**config.mk**
```make
export PLATFORM = sky130hd
export DESIGN_NAME = dport_arbiter
export DESIGN_NICKNAME = d
export VERILOG_FILES = /design/src/rtl/dport_arbiter_pkg.sv /design/src/rtl/dport_arbiter_fifo.sv /design/src/rtl/dport_arbiter.sv
export SDC_FILE = /design/constraint.sdc
export NUM_CORES = 1
export LEC_CHECK = 0
export CORE_AREA = 2 2 114 116
export DETAILED_ROUTE_END_ITERATION = 8
export DIE_AREA = 0 0 116 118
export PLACE_DENSITY_LB_ADDON = 0.08
export SYNTH_ARGS = -nofsm -noshare
export SYNTH_HDL_FRONTEND = slang
export SYNTH_SLANG_ARGS = --single-unit
```
**constraint.sdc**
```tcl
create_clock -name clk_i -period 2.95 [get_ports clk_i]
set_input_delay 0.4425 -clock clk_i [delete_from_list [all_inputs] [get_ports clk_i]]
set_output_delay 0.4425 -clock clk_i [all_outputs]
set_load 0.03 [all_outputs]
```
**src/rtl/dport_arbiter_pkg.sv**
```systemverilog
// dport_arbiter_pkg: definitions shared by the data-port arbiter slice.
//   RV_XLEN          - core data/address width
//   ARB_ID_FETCH/DATA - source IDs stored in the response tag FIFO
//   FETCH_SIZE_WORD  - request size encoding used on behalf of fetch
package dport_arbiter_pkg;
    localparam int         RV_XLEN         = 32;
    localparam logic       ARB_ID_FETCH    = 1'b0;
    localparam logic       ARB_ID_DATA     = 1'b1;
    localparam logic [1:0] FETCH_SIZE_WORD = 2'b10;
endpackage

```
**src/rtl/dport_arbiter_fifo.sv**
```systemverilog
// dport_arbiter_fifo: small synchronous FIFO with 2**DEPTH_X entries.
//   clk_i, reset_i (async, active high), clk_en_i gates every update
//   flush_i          - empties the FIFO
//   push_i / data_i  - write side; ignored when full
//   pop_i / data_o   - read side; data_o is the head entry, pop ignored when empty
//   full_o, empty_o  - occupancy flags
module dport_arbiter_fifo #(
    parameter int WIDTH   = 1,
    parameter int DEPTH_X = 2
) (
    input  logic             clk_i,
    input  logic             reset_i,
    input  logic             clk_en_i,
    input  logic             flush_i,
    input  logic             push_i,
    input  logic [WIDTH-1:0] data_i,
    input  logic             pop_i,
    output logic [WIDTH-1:0] data_o,
    output logic             full_o,
    output logic             empty_o
);
    localparam int DEPTH = 1 << DEPTH_X;

    logic [WIDTH-1:0] mem [DEPTH];
    // One extra pointer bit tells full from empty when the indices match.
    logic [DEPTH_X:0] wr_ptr, rd_ptr;
    logic             do_push, do_pop;

    assign empty_o = (wr_ptr == rd_ptr);
    assign full_o  = (wr_ptr[DEPTH_X] != rd_ptr[DEPTH_X]) &&
                     (wr_ptr[DEPTH_X-1:0] == rd_ptr[DEPTH_X-1:0]);
    assign do_push = clk_en_i & push_i & ~full_o;
    assign do_pop  = clk_en_i & pop_i & ~empty_o;
    assign data_o  = mem[rd_ptr[DEPTH_X-1:0]];

    always_ff @(posedge clk_i or posedge reset_i) begin
        if (reset_i) begin
            wr_ptr <= '0;
            rd_ptr <= '0;
        end else if (clk_en_i && flush_i) begin
            wr_ptr <= '0;
            rd_ptr <= '0;
        end else begin
            if (do_push) wr_ptr <= wr_ptr + (DEPTH_X+1)'(1);
            if (do_pop)  rd_ptr <= rd_ptr + (DEPTH_X+1)'(1);
        end
    end

    always_ff @(posedge clk_i) begin
        if (do_push) mem[wr_ptr[DEPTH_X-1:0]] <= data_i;
    end
endmodule

```
**src/rtl/dport_arbiter.sv**
```systemverilog
// dport_arbiter: shares one memory port between instruction fetch (i*) and
// the load/store data port (d*). Requests pass combinationally to m*; the
// winner of each accepted request is queued in an in-order tag FIFO so each
// response is routed back to its issuer.
//   clk_i, reset_i (async, active high), clk_en_i gates all state updates
//   idle_o           - nothing outstanding and no held grant
//   ireq*/irsp*      - fetch request/response
//   dreq*/drsp*      - data request/response
//   mreq*/mrsp*      - shared memory request/response
// Optional: define MERLIN_DPORT_ARB_RR_EN for round-robin arbitration;
// otherwise data has fixed priority over fetch.
module dport_arbiter
    import dport_arbiter_pkg::*;
#(
    parameter int         C_OUTSTANDING_X = 2,
    parameter logic [1:0] C_FETCH_SIZE    = FETCH_SIZE_WORD
) (
    input  logic               clk_i,
    input  logic               reset_i,
    input  logic               clk_en_i,
    output logic               idle_o,
    output logic               ireqready_o,
    input  logic               ireqvalid_i,
    input  logic [1:0]         ireqhpl_i,
    input  logic [RV_XLEN-1:0] ireqaddr_i,
    input  logic               irspready_i,
    output logic               irspvalid_o,
    output logic               irsprerr_o,
    output logic [RV_XLEN-1:0] irspdata_o,
    output logic               dreqready_o,
    input  logic               dreqvalid_i,
    input  logic [1:0]         dreqsize_i,
    input  logic               dreqdvalid_i,
    input  logic [1:0]         dreqhpl_i,
    input  logic [RV_XLEN-1:0] dreqaddr_i,
    input  logic [RV_XLEN-1:0] dreqdata_i,
    input  logic               drspready_i,
    output logic               drspvalid_o,
    output logic               drsprerr_o,
    output logic               drspwerr_o,
    output logic [RV_XLEN-1:0] drspdata_o,
    input  logic               mreqready_i,
    output logic               mreqvalid_o,
    output logic [1:0]         mreqsize_o,
    output logic               mreqdvalid_o,
    output logic [1:0]         mreqhpl_o,
    output logic [RV_XLEN-1:0] mreqaddr_o,
    output logic [RV_XLEN-1:0] mreqdata_o,
    output logic               mrspready_o,
    input  logic               mrspvalid_i,
    input  logic               mrsprerr_i,
    input  logic               mrspwerr_i,
    input  logic [RV_XLEN-1:0] mrspdata_i
);
    logic tag_full, tag_empty, tag_head;
    logic lock_q, lock_id_q;
    logic prio_id, win_id, win_valid, accept, rsp_ok;

`ifdef MERLIN_DPORT_ARB_RR_EN
    logic ptr_q;
    assign prio_id = ptr_q;

    // Hand priority to the requester that did not just win.
    always_ff @(posedge clk_i or posedge reset_i) begin
        if (reset_i)                  ptr_q <= ARB_ID_DATA;
        else if (clk_en_i && accept)  ptr_q <= ~win_id;
    end
`else
    assign prio_id = ARB_ID_DATA;
`endif

    // A stalled grant stays with its owner so the presented payload cannot
    // change under a waiting memory port.
    always_comb begin
        win_id = prio_id;
        if (lock_q)                          win_id = lock_id_q;
        else if (ireqvalid_i && !dreqvalid_i) win_id = ARB_ID_FETCH;
        else if (dreqvalid_i && !ireqvalid_i) win_id = ARB_ID_DATA;
    end

    assign win_valid   = (win_id == ARB_ID_DATA) ? dreqvalid_i : ireqvalid_i;
    assign mreqvalid_o = win_valid & ~tag_full & ~reset_i;
    assign accept      = mreqvalid_o & mreqready_i;
    assign ireqready_o = accept & (win_id == ARB_ID_FETCH);
    assign dreqready_o = accept & (win_id == ARB_ID_DATA);

    always_comb begin
        mreqsize_o   = C_FETCH_SIZE;
        mreqdvalid_o = 1'b0;
        mreqhpl_o    = ireqhpl_i;
        mreqaddr_o   = ireqaddr_i;
        mreqdata_o   = '0;
        if (win_id == ARB_ID_DATA) begin
            mreqsize_o   = dreqsize_i;
            mreqdvalid_o = dreqdvalid_i;
            mreqhpl_o    = dreqhpl_i;
            mreqaddr_o   = dreqaddr_i;
            mreqdata_o   = dreqdata_i;
        end
    end

    always_ff @(posedge clk_i or posedge reset_i) begin
        if (reset_i) begin
            lock_q    <= 1'b0;
            lock_id_q <= ARB_ID_DATA;
        end else if (clk_en_i) begin
            if (accept) begin
                lock_q <= 1'b0;
            end else if (mreqvalid_o && !mreqready_i) begin
                lock_q    <= 1'b1;
                lock_id_q <= win_id;
            end
        end
    end

    // A response with no outstanding tag is never routed or consumed.
    assign rsp_ok      = mrspvalid_i & ~tag_empty & ~reset_i;
    assign irspvalid_o = rsp_ok & (tag_head == ARB_ID_FETCH);
    assign drspvalid_o = rsp_ok & (tag_head == ARB_ID_DATA);
    assign mrspready_o = rsp_ok & ((tag_head == ARB_ID_DATA) ? drspready_i : irspready_i);
    assign irsprerr_o  = mrsprerr_i;
    assign irspdata_o  = mrspdata_i;
    assign drsprerr_o  = mrsprerr_i;
    assign drspwerr_o  = mrspwerr_i;
    assign drspdata_o  = mrspdata_i;

    assign idle_o = tag_empty & ~lock_q;

    dport_arbiter_fifo #(
        .WIDTH   (1),
        .DEPTH_X (C_OUTSTANDING_X)
    ) u_tag_fifo (
        .clk_i    (clk_i),
        .reset_i  (reset_i),
        .clk_en_i (clk_en_i),
        .flush_i  (1'b0),
        .push_i   (accept),
        .data_i   (win_id),
        .pop_i    (mrspvalid_i & mrspready_o),
        .data_o   (tag_head),
        .full_o   (tag_full),
        .empty_o  (tag_empty)
    );
endmodule

```
==> results.py <==
metrics = {
    "run_status": {
        "status": "finished, final reports clean",
    },
    "place": {
        "post-place-ws_ps": 1.38,
        "place_hpwl_um": 6670,
        "gp_congestion": 0.709,
        "numPortBuffers": 187,
        "placed_area_mm2": 0.00347,
    },
    "power": {
        "combPwrFrac_pct": 81.0,
        "clkPwrFrac_pct": 8.4,
        "power-per-cell-area_mw_per_mm2": 805,
        "p_int_mw": 1.48,
        "ir_worst_vdd_mv": 0.270,
        "p_sw_share_pct": 49.2,
        "switchingPower_mw": 1.44,
        "seq_power_share_pct": 10.6,
        "leakagePower_nw": 1.75,
    },
    "synth": {
        "synth_largest_area_cell": "buf_4",
        "synth_seq_cells": 12,
        "syn_area_per_cell_um2": 9.13,
        "syn_area_mm2": 0.00189,
        "synth.top_cells.by_area": "buf_4, mux2_1, and2_1, dfrtp_1, edfxtp_1",
        "postSynthCellCount": 207,
        "yosysUniqueCellTypes": 34,
        "synth_top_area_share_pct": 26.6,
        "yosys_warnings": 0,
        "yosysSeqAreaShare_pct": 17.0,
        "syn_nets": 358,
    },
    "worst_setup_path": {
        "worstPathCellList": "clkdlybuf4s50_1 > inv_1 > o31a_2 > buf_12 > buf_12 > nor4b_1 > buf_4 > buf_12",
        "worstSetupPathDepth": 8,
        "cp_slowest_stage_delay_ps": 480,
        "crit_path_start_kind": "input pin",
        "crit_buf_inv": 6,
        "end_kind": "primary output",
        "crit_family": "buffers and inverters",
        "critPathRequiredTime_ps": 2510,
        "ff2ff_path_depth": 4,
        "critPathKind": "in2out",
        "crit_path_max_fanout": 43,
        "path_common_cell": "buf_12",
        "crit_path_top_delay_cell": "clkdlybuf4s50_1",
        "arrival_ps": 2330,
    },
    "layout": {
        "final_cell_mix": "clkdlybuf4s50_1, buf_4, and2_1",
        "final_common_cell": "clkdlybuf4s50_1",
        "final_area_mm2": 0.00363,
        "area_delta_synth_final_pct": 91.9,
        "drive_gt1_share_pct": 17.8,
        "n_antenna_cell": 0,
        "fin_util_pct": 29.2,
        "nets": 484,
    },
    "global_route": {
        "grt_pass1_vias": 1867,
        "grt_use_total_pct": 10.4,
        "gr-total-overflow": 0,
        "grt_antenna_before_repair": 0,
        "grt_pass1_wl_um": 11000,
        "grt_max_degree": 44,
    },
    "drt": {
        "drc": 0,
        "drt-initial-drc-count": 15,
        "routed_wl_um": 7550,
        "final_antenna_net_count": 0,
        "wl_per_cell_um": 15.0,
        "vias_per_cell": 3.57,
        "num_vias": 1797,
        "drtPass1Iterations": 4,
    },
    "timing": {
        "slew-limit-headroom_pct": 75.2,
        "max_freq_mhz": 361,
        "rsz0062_at_grt": "no",
        "setup_slack_ps": 181,
        "clock_skew_ps": 2.51,
        "hold_viol": 0,
        "min_period_ps": 2770,
        "slew_violations": 0,
        "setup_violations": 0,
        "worst_slew_pin_slew_ps": 373,
        "period_share_pct": 93.9,
    },
    "floorplan": {
        "die_x_um": 116,
        "start_util_pct": 15.2,
        "ios": 289,
        "dieArea_mm2": 0.0137,
        "core-area_mm2": 0.0124,
        "chipHeight_um": 118,
        "row_count": 41,
    },
    "run": {
        "maxCapViolations": 0,
    },
    "cts": {
        "insertion_delay_ps": 240,
        "path_clk_slew_ps": 40,
        "numCtsBuffers": 3,
        "clockBufferDepth": 2,
        "postCtsHoldBufs": 0,
        "clock-sinks": 12,
        "cts_tree": "yes",
        "htreeDepth": 1,
        "cts-root-buf": "clkbuf_16",
    },
    "worst_hold_path": {
        "hold_path_class": "in2async",
    },
}
[final cells by class]
class / count / area, µm²
Clock inverter: 1 / 3.75
Fill cell: 1382 / 8790
Timing Repair Buffer: 196 / 1980
Multi-Input combinational cell: 114 / 1010
Tap cell: 172 / 215
Clock buffer: 3 / 75.1
Sequential cell: 12 / 322
Inverter: 6 / 22.5
[registers in the layout, indices dropped and copies added, names as in the netlist]
signal	cells
lock_q	1
u_tag_fifo.mem	4
u_tag_fifo.wr_ptr	3
lock_id_q	1
u_tag_fifo.rd_ptr	3
[power by group through the flow]
stage / sequential (mW) / clock [mW] / combinational [mW]
2_1_floorplan: 0.296 / 0 / 1.59
3_3_place_gp: 0.316 / 0 / 2.46
3_5_place_dp: 0.315 / 0 / 2.45
4_1_cts: 0.313 / 0.251 / 2.45
5_1_grt: 0.321 / 0.259 / 2.52
6_report: 0.309 / 0.246 / 2.37
[through the flow]
step	cells	total power [mW]	hold slack [ps]	TNS (ps)
CTS	504	3.01	467	0
global route	504	3.10	483	0
finish	504	2.92	462	0
detailed placement	500	2.76	477	0
global placement	500	2.78	480	-0.0351
floorplan	207	1.89	277	0
[Yosys cell counts]
master and n:
nand3b_2 1, and3_1 1, nor3_2 1, mux2_4 2, nor4b_1 1, o21ai_1 1
edfxtp_1 4, ha_1 5, dfstp_2 1, nand2b_1 2, nand3_1 3, buf_4 67
inv_1 6, mux2_1 35, dfrtp_1 7, o21ba_1 1, buf_2 3, and2_1 37
a32o_1 1, nand4_4 1, nand2_1 1, xnor2_1 5, nor3_4 1, xor2_1 2
mux2_2 1, and4_1 1, nor2b_1 2, o31a_1 1, nor2_1 4, nor3_1 1
clkbuf_1 5, nor4_1 1, mux4_2 1, a21bo_2 1
[cell families (layout without fill, tap and decap cells)]
group	after synthesis	count (layout)	share of synthesized area, %
DFF	12	12	17.0
buffers and inverters	81	206	29.6
xor gates and xnor gates	7	7	3.24
AOI/OAI and AO/OA	5	5	2.32
and+or+nand+nor	58	58	20.3
adders and majority gates	5	5	3.31
muxes	39	39	24.2
[path summary, 6_finish.rpt]
path | from | endpoint | slack, ps
min in group clk_i | u_tag_fifo.wr_ptr[2]$_DFFE_PP0P_ | u_tag_fifo.wr_ptr[2]$_DFFE_PP0P_ | 480
worst max-delay path | ireqvalid_i | ireqready_o | 180
worst min-delay path | reset_i | lock_q$_DFFE_PP0P_ | 460
worst max register to register | u_tag_fifo.rd_ptr[0]$_DFFE_PP0P_ | u_tag_fifo.rd_ptr[1]$_DFFE_PP0P_ | 1080
max in group asynchronous | reset_i | u_tag_fifo.rd_ptr[2]$_DFFE_PP0P_ | 2140
worst min register to register | u_tag_fifo.wr_ptr[2]$_DFFE_PP0P_ | u_tag_fifo.wr_ptr[2]$_DFFE_PP0P_ | 480
[per-layer routing]
| layer | GRT usage (%) | wire, µm |
|---|---|---|
| met3 | 3.71 | 810 |
| met5 | 0 | 0 |
| met4 | 1.93 | 36 |
| met1 | 9.48 | 2260 |
| met2 | 21.5 | 4440 |
[repair_timing]
action | CTS | global route
setup endpoints to repair | 2 | 33
resized for setup | 2 | 33
setup buffers | 0 | 0
(Power assumes the default switching activity.)
